<file path="src/rtl/serdes_gt_tx_sched_if.sv">
// Link bus of the GT TX scheduler: two frame requesters in, one GT TX word out.
// "slave" is the scheduler's view; "master" is the view of whatever drives the requesters.
interface serdes_gt_tx_sched_if;
    // Requester A
    logic [15:0] A_DATA_IN;
    logic [1:0]  A_CTRL_IN;
    logic        A_VALID_IN;
    logic        A_LAST_IN;
    logic        A_READY_OUT;
    // Requester B (test-pattern frame generator)
    logic [15:0] B_DATA_IN;
    logic [1:0]  B_CTRL_IN;
    logic        B_VALID_IN;
    logic        B_LAST_IN;
    logic        B_READY_OUT;
    // GT TX side and status
    logic [15:0] TX_DATA_OUT;
    logic [1:0]  TXCTRL_OUT;
    logic        TX_ALIGNED_OUT;
    logic [1:0]  GRANT_OUT;

    modport slave (
        input  A_DATA_IN, A_CTRL_IN, A_VALID_IN, A_LAST_IN,
        input  B_DATA_IN, B_CTRL_IN, B_VALID_IN, B_LAST_IN,
        output A_READY_OUT, B_READY_OUT,
        output TX_DATA_OUT, TXCTRL_OUT, TX_ALIGNED_OUT, GRANT_OUT
    );

    modport master (
        output A_DATA_IN, A_CTRL_IN, A_VALID_IN, A_LAST_IN,
        output B_DATA_IN, B_CTRL_IN, B_VALID_IN, B_LAST_IN,
        input  A_READY_OUT, B_READY_OUT,
        input  TX_DATA_OUT, TXCTRL_OUT, TX_ALIGNED_OUT, GRANT_OUT
    );
endinterface

</file>
<file path="src/rtl/serdes_gt_tx_sched.sv">
// GT TX word scheduler: sends ALIGN_WORDS comma/idle words after reset, then
// arbitrates two framed requesters round-robin per frame, inserting idle words
// when nothing is sent.
// Optional feature macro: SERDES_TX_CC_EN -- when defined, a burst of CC_LEN
// clock-correction words preempts the link every CC_PERIOD RUN cycles.
module serdes_gt_tx_sched #(
    parameter int unsigned ALIGN_WORDS = 64,
    parameter int unsigned CC_PERIOD   = 5000,
    parameter int unsigned CC_LEN      = 4
) (
    input logic                 USER_CLK,
    input logic                 SYSTEM_RESET,
    serdes_gt_tx_sched_if.slave bus
);

    typedef enum logic [1:0] {
        ST_RESET = 2'd0,
        ST_ALIGN = 2'd1,
        ST_RUN   = 2'd2
    } state_t;

    localparam logic [15:0] IDLE_DATA = 16'h50BC;  // K28.5 in the low byte
    localparam logic [1:0]  IDLE_CTRL = 2'b01;
    localparam logic [15:0] CC_DATA   = 16'hF7F7;
    localparam logic [1:0]  CC_CTRL   = 2'b11;

    localparam int AW = (ALIGN_WORDS > 1) ? $clog2(ALIGN_WORDS) : 1;

    localparam logic [1:0] GRANT_NONE = 2'b00;
    localparam logic [1:0] GRANT_A    = 2'b01;
    localparam logic [1:0] GRANT_B    = 2'b10;

    // A bad configuration is caught at elaboration rather than producing a link that never aligns.
    if (ALIGN_WORDS == 0 || CC_LEN == 0 || CC_LEN >= CC_PERIOD) begin : g_bad_cfg
        $error("serdes_gt_tx_sched: need ALIGN_WORDS >= 1 and 1 <= CC_LEN < CC_PERIOD");
    end

    state_t        state;
    logic [AW-1:0] align_cnt;
    logic [1:0]    grant;
    logic          prefer_b;   // round-robin pointer: 1 when B is next in line
    logic [15:0]   tx_data;
    logic [1:0]    tx_ctrl;
    logic          aligned;
    logic          cc_busy;    // the word loaded at the end of this cycle is a CC word
    logic          xfer_a;
    logic          xfer_b;

`ifdef SERDES_TX_CC_EN
    localparam int CW = $clog2(CC_PERIOD);
    localparam int LW = (CC_LEN > 1) ? $clog2(CC_LEN) : 1;

    logic [CW-1:0] cc_cnt;     // RUN cycle index modulo CC_PERIOD
    logic [LW-1:0] cc_left;    // CC words still owed after the first one of a burst
    logic          cc_start;

    assign cc_start = (state == ST_RUN) && (cc_cnt == CW'(CC_PERIOD - 1));
    assign cc_busy  = cc_start || (cc_left != '0);

    // Clock-correction timer: counts RUN cycles and tracks the remainder of a burst.
    always_ff @(posedge USER_CLK) begin
        if (SYSTEM_RESET) begin
            cc_cnt  <= '0;
            cc_left <= '0;
        end else if (state == ST_RUN) begin
            if (cc_start) begin
                cc_cnt  <= '0;
                cc_left <= LW'(CC_LEN - 1);
            end else begin
                cc_cnt <= cc_cnt + 1'b1;
                if (cc_left != '0) begin
                    cc_left <= cc_left - 1'b1;
                end
            end
        end
    end
`else
    assign cc_busy = 1'b0;
`endif

    // READY is a pure decode of registered state so it never combinationally follows VALID;
    // it drops for exactly the cycles whose outgoing word is a CC word.
    assign bus.A_READY_OUT = (state == ST_RUN) && (grant == GRANT_A) && !cc_busy;
    assign bus.B_READY_OUT = (state == ST_RUN) && (grant == GRANT_B) && !cc_busy;

    assign xfer_a = bus.A_VALID_IN && bus.A_READY_OUT;
    assign xfer_b = bus.B_VALID_IN && bus.B_READY_OUT;

    // Link FSM with registered word output, grant and round-robin pointer.
    always_ff @(posedge USER_CLK) begin
        // NOTE: every register here updates with <= so all of them see the pre-edge
        // values of each other, exactly like the flops they become.
        if (SYSTEM_RESET) begin
            state     <= ST_RESET;
            align_cnt <= '0;
            grant     <= GRANT_NONE;
            prefer_b  <= 1'b0;
            tx_data   <= 16'h0000;
            tx_ctrl   <= 2'b00;
            aligned   <= 1'b0;
        end else begin
            case (state)
                ST_RESET: begin
                    state   <= ST_ALIGN;
                    tx_data <= IDLE_DATA;
                    tx_ctrl <= IDLE_CTRL;
                end

                ST_ALIGN: begin
                    tx_data <= IDLE_DATA;
                    tx_ctrl <= IDLE_CTRL;
                    if (align_cnt == AW'(ALIGN_WORDS - 1)) begin
                        state   <= ST_RUN;
                        aligned <= 1'b1;
                    end else begin
                        align_cnt <= align_cnt + 1'b1;
                    end
                end

                ST_RUN: begin
                    if (cc_busy) begin
                        tx_data <= CC_DATA;
                        tx_ctrl <= CC_CTRL;
                    end else if (xfer_a) begin
                        tx_data <= bus.A_DATA_IN;
                        tx_ctrl <= bus.A_CTRL_IN;
                    end else if (xfer_b) begin
                        tx_data <= bus.B_DATA_IN;
                        tx_ctrl <= bus.B_CTRL_IN;
                    end else begin
                        tx_data <= IDLE_DATA;
                        tx_ctrl <= IDLE_CTRL;
                    end

                    // Grant is released by the owner's LAST word and only re-issued from
                    // the no-owner state, which forces one idle word between frames.
                    if ((xfer_a && bus.A_LAST_IN) || (xfer_b && bus.B_LAST_IN)) begin
                        grant <= GRANT_NONE;
                    end else if (grant == GRANT_NONE && !cc_busy) begin
                        if (bus.A_VALID_IN && (!bus.B_VALID_IN || !prefer_b)) begin
                            grant    <= GRANT_A;
                            prefer_b <= 1'b1;
                        end else if (bus.B_VALID_IN) begin
                            grant    <= GRANT_B;
                            prefer_b <= 1'b0;
                        end
                    end
                end

                default: state <= ST_RESET;
            endcase
        end
    end

    assign bus.TX_DATA_OUT    = tx_data;
    assign bus.TXCTRL_OUT     = tx_ctrl;
    assign bus.TX_ALIGNED_OUT = aligned;
    assign bus.GRANT_OUT      = grant;

endmodule

</file>
<file path="src/flat_wrapper.sv">
// flat-port wrapper written by rule: the top's interface ports become plain ports
module serdes_gt_tx_sched_flat 
#(
    parameter int unsigned ALIGN_WORDS = 64,
    parameter int unsigned CC_PERIOD   = 5000,
    parameter int unsigned CC_LEN      = 4
)
  (USER_CLK, SYSTEM_RESET, bus_A_DATA_IN, bus_A_CTRL_IN, bus_A_VALID_IN, bus_A_LAST_IN, bus_B_DATA_IN, bus_B_CTRL_IN, bus_B_VALID_IN, bus_B_LAST_IN, bus_A_READY_OUT, bus_B_READY_OUT, bus_TX_DATA_OUT, bus_TXCTRL_OUT, bus_TX_ALIGNED_OUT, bus_GRANT_OUT);
  serdes_gt_tx_sched_if bus_i ();
  input logic USER_CLK;
  input logic SYSTEM_RESET;
  input wire logic [$bits(bus_i.A_DATA_IN)-1:0] bus_A_DATA_IN;
  input wire logic [$bits(bus_i.A_CTRL_IN)-1:0] bus_A_CTRL_IN;
  input wire logic [$bits(bus_i.A_VALID_IN)-1:0] bus_A_VALID_IN;
  input wire logic [$bits(bus_i.A_LAST_IN)-1:0] bus_A_LAST_IN;
  input wire logic [$bits(bus_i.B_DATA_IN)-1:0] bus_B_DATA_IN;
  input wire logic [$bits(bus_i.B_CTRL_IN)-1:0] bus_B_CTRL_IN;
  input wire logic [$bits(bus_i.B_VALID_IN)-1:0] bus_B_VALID_IN;
  input wire logic [$bits(bus_i.B_LAST_IN)-1:0] bus_B_LAST_IN;
  output wire logic [$bits(bus_i.A_READY_OUT)-1:0] bus_A_READY_OUT;
  output wire logic [$bits(bus_i.B_READY_OUT)-1:0] bus_B_READY_OUT;
  output wire logic [$bits(bus_i.TX_DATA_OUT)-1:0] bus_TX_DATA_OUT;
  output wire logic [$bits(bus_i.TXCTRL_OUT)-1:0] bus_TXCTRL_OUT;
  output wire logic [$bits(bus_i.TX_ALIGNED_OUT)-1:0] bus_TX_ALIGNED_OUT;
  output wire logic [$bits(bus_i.GRANT_OUT)-1:0] bus_GRANT_OUT;
  assign bus_i.A_DATA_IN = bus_A_DATA_IN;
  assign bus_i.A_CTRL_IN = bus_A_CTRL_IN;
  assign bus_i.A_VALID_IN = bus_A_VALID_IN;
  assign bus_i.A_LAST_IN = bus_A_LAST_IN;
  assign bus_i.B_DATA_IN = bus_B_DATA_IN;
  assign bus_i.B_CTRL_IN = bus_B_CTRL_IN;
  assign bus_i.B_VALID_IN = bus_B_VALID_IN;
  assign bus_i.B_LAST_IN = bus_B_LAST_IN;
  assign bus_A_READY_OUT = bus_i.A_READY_OUT;
  assign bus_B_READY_OUT = bus_i.B_READY_OUT;
  assign bus_TX_DATA_OUT = bus_i.TX_DATA_OUT;
  assign bus_TXCTRL_OUT = bus_i.TXCTRL_OUT;
  assign bus_TX_ALIGNED_OUT = bus_i.TX_ALIGNED_OUT;
  assign bus_GRANT_OUT = bus_i.GRANT_OUT;
  serdes_gt_tx_sched #(.ALIGN_WORDS(ALIGN_WORDS), .CC_PERIOD(CC_PERIOD), .CC_LEN(CC_LEN)) u_core (.USER_CLK(USER_CLK), .SYSTEM_RESET(SYSTEM_RESET), .bus(bus_i));
endmodule
</file>
<file path="config.mk">
export PLATFORM = sky130hd
export DESIGN_NAME = serdes_gt_tx_sched_flat
export DESIGN_NICKNAME = d
export VERILOG_FILES = /design/src/rtl/serdes_gt_tx_sched_if.sv /design/src/rtl/serdes_gt_tx_sched.sv /design/src/flat_wrapper.sv
export SDC_FILE = /design/constraint.sdc
export NUM_CORES = 1
export LEC_CHECK = 0
export CAP_MARGIN = 40
export CORE_MARGIN = 8
export CORE_UTILIZATION = 39
export DETAILED_ROUTE_END_ITERATION = 8
export GPL_ROUTABILITY_DRIVEN = 0
export HOLD_SLACK_MARGIN = 0.02
export MAX_ROUTING_LAYER = met4
export PLACE_DENSITY = 0.87
export SYNTH_ARGS = -nofsm -noshare
export SYNTH_HDL_FRONTEND = slang
export SYNTH_SLANG_ARGS = --single-unit
export TNS_END_PERCENT = 30
</file>
<file path="constraint.sdc">
create_clock -name USER_CLK -period 1.77 [get_ports USER_CLK]
set_input_delay 0.2655 -clock USER_CLK [delete_from_list [all_inputs] [get_ports USER_CLK]]
set_output_delay 0.2655 -clock USER_CLK [all_outputs]
set_load 0.1 [all_outputs]
</file>
# Word-level counts from Yosys, hierarchy flattened
# Index checks and enable logic that the tools add are counted.
[totals] register_bits=30 inputBits=42 out_inout_bits=23 wordCells=54
[classes] n_addsub=1 eq_ne=6 n_mux=14 bitwise_logic=3 n_reduce_logical=23
[ops] operator="16-bit 2-to-1 mux" n=2
[ops] operator="16-bit case mux with 2 select lines" n=1
[ops] operator="2-bit 2-to-1 mux" n=7
[ops] operator="1-bit logical AND" n=7
[ops] operator="6-bit by 1-bit adder with 6-bit output, second input constant" n=1
[ops] operator="6-bit equality test, second input constant" n=1
[ops] operator="2-bit case mux with 3 select lines" n=1
[ops] operator="2-bit AND reduction" n=3
[ops] operator="2-bit nonzero test" n=3
[ops] operator="2-bit by 1-bit equality test with 1-bit output, second input constant" n=2
[ops] operator="2-bit equality test, second input constant" n=2
[ops] operator="2-bit logical NOT" n=2
[ops] operator="2-bit case mux with 2 select lines" n=1
[ops] operator="4-bit AND reduction" n=1
[ops] operator="1-bit NOT" n=3
[ops] operator="3-bit AND reduction" n=1
[ops] operator="3-bit nonzero test" n=1
[ops] operator="1-bit logical NOT" n=2
[ops] operator="1-bit logical OR" n=2
[ops] operator="1-bit 2-to-1 mux" n=2
[ops] operator="2-bit by 1-bit inequality test with 1-bit output, second input constant" n=1
[ops] operator="2-bit OR reduction" n=1

# Logic depth before layout (Yosys ltp)
[logic_depth] depth_word=7 mapped_depth=5 ltp_nobuf=5

# Worst setup path after synthesis
# Ideal clock, no wire load.
[synth_path] path_type="reg2reg" startpoint="reg u_core.grant[1], in the netlist u_core.bus.GRANT_OUT[1]" endpoint="reg u_core.tx_ctrl[1], in the netlist u_core.bus.TXCTRL_OUT[1]" setup_time_ps=69 arrival_ps=2324 required_time_ps=1701 slack_ps=-623 path_stages_with_launch=6 path_buffers=1 period_less_slack_ps=2393 path_cell_list="dfxtp_1 -> and4bb_2 -> and2_1 -> buf_2 -> a21oi_1 -> o21ai_1"
[synth_between] elab_chain_cells=6 elab_cells_between_ends=9 cone_classes="eq/ne (2); mux (3); reduce/logical (4)"
[synth_rtl] item="from (decl)" line_no="serdes_gt_tx_sched.sv:40" source="logic [1:0] grant;"
[synth_rtl] item="from (signal assigned)" line_no="serdes_gt_tx_sched.sv:96" source="grant <= GRANT_NONE;"
[synth_rtl] item="from (signal assigned)" line_no="serdes_gt_tx_sched.sv:138" source="grant <= GRANT_NONE;"
[synth_rtl] item="from (signal assigned)" line_no="serdes_gt_tx_sched.sv:141" source="grant <= GRANT_A;"
[synth_rtl] item="2-bit equality test" line_no="serdes_gt_tx_sched.sv:84" source="assign bus.B_READY_OUT = (state == ST_RUN) && (grant == GRANT_B) && !cc_busy;"
[synth_rtl] item="1-bit logical AND" line_no="serdes_gt_tx_sched.sv:84"
[synth_rtl] item="net bus_B_READY_OUT" line_no="flat_wrapper.sv:21" source="output wire logic [$bits(bus_i.B_READY_OUT)-1:0] bus_B_READY_OUT;"
[synth_rtl] item="1-bit logical AND" line_no="serdes_gt_tx_sched.sv:87" source="assign xfer_b = bus.B_VALID_IN && bus.B_READY_OUT;"
[synth_rtl] item="2-bit 2-to-1 mux" line_no="serdes_gt_tx_sched.sv:127" source="end else if (xfer_b) begin"
[synth_rtl] item="2-bit 2-to-1 mux" line_no="serdes_gt_tx_sched.sv:124" source="end else if (xfer_a) begin"
[synth_rtl] item="2-bit case mux with 2 select lines" line_no="serdes_gt_tx_sched.sv:102" source="case (state)"
[synth_rtl] item="to (signal assigned)" line_no="serdes_gt_tx_sched.sv:126" source="tx_ctrl <= bus.A_CTRL_IN;"
[synth_rtl] item="to (signal assigned)" line_no="serdes_gt_tx_sched.sv:129" source="tx_ctrl <= bus.B_CTRL_IN;"
[synth_rtl] item="to (decl)" line_no="serdes_gt_tx_sched.sv:43" source="logic [1:0] tx_ctrl;"
# The timed path passes the listed nets, and every way through them passes these cells.
# A chain may end at the register's enable or synchronous reset.

# Worst setup path in the final report
[layout_path] startpoint="reg u_core.state[0]" endpoint="out bus_A_READY_OUT"
[layout_between] elab_chain_cells=2
[layout_rtl] item="from (decl)" line_no="serdes_gt_tx_sched.sv:38" source="state_t state;"
[layout_rtl] item="from (signal assigned)" line_no="serdes_gt_tx_sched.sv:94" source="state <= ST_RESET;"
[layout_rtl] item="from (signal assigned)" line_no="serdes_gt_tx_sched.sv:104" source="state <= ST_ALIGN;"
[layout_rtl] item="from (signal assigned)" line_no="serdes_gt_tx_sched.sv:113" source="state <= ST_RUN;"
[layout_rtl] item="2-bit equality test" line_no="serdes_gt_tx_sched.sv:83" source="assign bus.A_READY_OUT = (state == ST_RUN) && (grant == GRANT_A) && !cc_busy;"
[layout_rtl] item="1-bit logical AND" line_no="serdes_gt_tx_sched.sv:83"
[layout_rtl] item="to (decl)" line_no="flat_wrapper.sv:20" source="output wire logic [$bits(bus_i.A_READY_OUT)-1:0] bus_A_READY_OUT;"
# Every way passes these cells.

==> impl_metrics.json <==
{
  "worstHoldStart": "u_core.bus.TX_DATA_OUT[15]$_SDFFE_PP0P_",
  "synth_cell_type_count": 31,
  "max_stage_delay_ns": 0.39,
  "r2r_start": "u_core.align_cnt[0]$_SDFFE_PP0P_",
  "cp_max_fo": 7,
  "rsz0062_at_grt": "no",
  "path_cells": "nor3b_4 > and2_1 > buf_12",
  "antenna_found_initial": 0,
  "netlist_area_um2": 1290,
  "cts.sinks": 30,
  "wl_per_cell_um": 14.2,
  "cp_slowest_cell": "dfxtp_1",
  "end_kind": "output pin",
  "cp_num_cells": 3,
  "row_count": 21,
  "grt_first_pass_wirelength_mm": 6.14,
  "syn_inst": 164,
  "busiest_layer": "met2",
  "setup_viol": 0,
  "fin_area_um2": 2080,
  "fill_cells": 296,
  "start_util_pct": 39.7,
  "cts_htree_levels": 2,
  "ys_async_sr_fraction_pct": 0,
  "clock_path_buffers": 2,
  "max-cap-violations": 0,
  "syn2layout_area_growth_pct": 61.0,
  "finalHoldViolCount": 0,
  "layout_min_cycle_time_ns": 1.64,
  "powerDensity_nw_per_um2": 655,
  "timing.hold.ws_ns": 0.449,
  "final.period_utilization_pct": 92.6,
  "postCtsHoldBufs": 0,
  "ys_ff_latch": 30,
  "crit_family": "simple AND/OR/NAND/NOR gates",
  "path_clk_slew_ns": 0.10,
  "first_iter_violations": 89,
  "synth.avg_cell_area_um2": 7.89,
  "ant_nets": 0,
  "diodes": 0,
  "p_leak_uw": 0.000783,
  "rrSetupSlack_ns": 0.34,
  "routed_wl_mm": 3.98,
  "min_path_type": "reg -> reg",
  "synth_edf_count": 0,
  "finish.utilization_pct": 63.9,
  "overflow": 0,
  "final_layout_size_suffix_gt1_share_pct": 17.4,
  "clk_latency_ns": 0.34,
  "cp-start-kind": "register",
  "peakVddDrop_uv": 389,
  "ys_warn_count": 0,
  "tritoncts": "done",
  "status": "complete, no violations",
  "vias": 1416,
  "viasPerCell": 5.04,
  "required_ns": 1.50,
  "cts_made_buffers": 5,
  "mostFrequentLayoutCell": "clkdlybuf4s50_1",
  "crit_type": "reg -> out",
  "hold_end": "u_core.bus.TX_DATA_OUT[15]$_SDFFE_PP0P_",
  "clock-root-buffer": "clkbuf_4",
  "syn_nets": 207,
  "core-area_um2": 3260,
  "tns_ns": 0,
  "mostFrequentLayoutCells": "clkdlybuf4s50_1, nor2_1, dfxtp_1",
  "p_total_uw": 1360,
  "firstDrtPassIters": 4,
  "cp.arrival_ns": 1.37,
  "fin_nets": 277,
  "max_freq_mhz": 610,
  "finalMaxSlewViolations": 0,
  "cp.buffers_inverters": 1,
  "die_area_um2": 5420,
  "drcViolationCount": 0,
  "grt_max_degree": 12,
  "portBuffers": 64,
  "place_area_um2": 2010,
  "ys.flop_type": "dfxtp_1",
  "reg2reg_depth": 5,
  "ys_seq_area_share_pct": 46.4,
  "dieWidth_um": 73.6,
  "tightest_slew_ns": 0.654,
  "gr-usage-met3_pct": 6.55,
  "met1_usage_pct": 17.2,
  "whs_path_depth": 2,
  "fin_skew_ns": 0.0108,
  "r2r_end": "u_core.align_cnt[0]$_SDFFE_PP0P_",
  "hpwlAfterDp_mm": 3.06,
  "die_h_um": 73.6,
  "io_pins": 65,
  "grt_usage_pct": 15.1,
  "max_slew_margin_pct": 56.2,
  "grt_use_met2_pct": 23.5,
  "grt_pass1_vias": 1305
}
metal layers:
metal / part of all wire, % / vias up / wire, um
met4: 1.0 / 0 / 40
met5: 0 / - / 0
met2: 46 / 64 / 1820
met1: 44 / 625 / 1750
met3: 9.2 / 6 / 368
li1: - / 721 / -
cell type report:
| type | count | area (um^2) | area share (%) |
|---|---|---|---|
| clock buffers | 6 | 51.3 | 2.46 |
| clock inverters | 2 | 11.3 | 0.541 |
| flip-flops and latches | 30 | 607 | 29.1 |
| multi-input cells | 127 | 673 | 32.3 |
| inverters | 2 | 7.51 | 0.360 |
| well taps | 46 | 57.6 | 2.76 |
| repair buffers | 68 | 676 | 32.4 |
where the power goes:
group / total [uW] / internal [uW] / switching (uW)
Sequential: 703 / 689 / 13.7
Clock: 440 / 192 / 248
Combinational: 222 / 109 / 112
synth_stat cells, types with 2 or more instances:
library cell	instances	area, um^2
a21oi_1	15	75.1
dfxtp_1	30	601
o21ai_0	12	60.1
nand4_1	2	12.5
nand3_1	5	25.0
nor2_1	32	120
inv_1	2	7.51
buf_2	3	15.0
nor4_1	8	50.1
clkbuf_1	2	7.51
o21ai_1	10	50.1
and3_1	2	12.5
nand2_1	16	60.1
a211oi_1	3	22.5
and2_1	2	12.5
nor3_1	3	15.0
nand2b_1	2	12.5
and4_1	2	17.5
worst max path at each step:
stage / startpoint / endpoint / slack [ns]
6_report: u_core.state[0]$_SDFFE_PP0P_ / bus_A_READY_OUT / 0.13
5_1_grt: u_core.state[0]$_SDFFE_PP0P_ / bus_A_READY_OUT / 0.05
4_1_cts: u_core.state[1]$_SDFFE_PP0P_ / bus_A_READY_OUT / 0.009
3_5_place_dp: bus_A_VALID_IN / u_core.bus.TX_DATA_OUT[6]$_SDFFE_PP0P_ / 0.19
3_3_place_gp: SYSTEM_RESET / u_core.bus.TX_DATA_OUT[11]$_SDFFE_PP0P_ / 0.20
2_1_floorplan: u_core.bus.GRANT_OUT[0]$_SDFFE_PP0P_ / bus_A_READY_OUT / -0.02
sequential cells by signal, indices dropped and copies added (netlist names):
name / flops
u_core.prefer_b: 1
u_core.bus.TX_ALIGNED_OUT: 1
u_core.bus.TXCTRL_OUT: 2
u_core.state: 2
u_core.bus.TX_DATA_OUT: 16
u_core.align_cnt: 6
u_core.bus.GRANT_OUT: 2
what timing repair did:
item	4_1_cts	5_1_grt
setup buffers	0	0
resized for setup	0	2
endpoints found under the setup margin	0	1
worst reg2reg max path: cells and delay by family (launching register included):
kind / cells / cell delay (ns)
flops: 1 / 0.41
compound gates: 1 / 0.31
fa+ha+maj: 1 / 0.29
xor+xnor: 1 / 0.18
simple gates: 2 / 0.15
cells by family (layout without fill, tap and decap cells):
| group | after synthesis | in the layout | share of synthesized area [%] |
|---|---|---|---|
| multiplexers | 1 | 1 | 0.774 |
| AO/OA/AOI/OAI | 44 | 44 | 18.3 |
| XOR/XNOR | 1 | 1 | 0.677 |
| adder cells (fa/ha/maj) | 1 | 1 | 0.967 |
| AND/OR/NAND/NOR | 80 | 80 | 30.6 |
| buffers and inverters | 7 | 78 | 2.32 |
| flip-flops | 30 | 30 | 46.4 |
stage by stage:
| step | std cells | setup slack, ns |
|---|---|---|
| floorplan | 164 | -0.0195 |
| detailed placement | 273 | 0.193 |
| CTS | 281 | 0.00855 |
| global route | 281 | 0.0469 |
| finish | 281 | 0.130 |
| global placement | 273 | 0.204 |
Note: power is estimated with default switching activity, not from simulation.
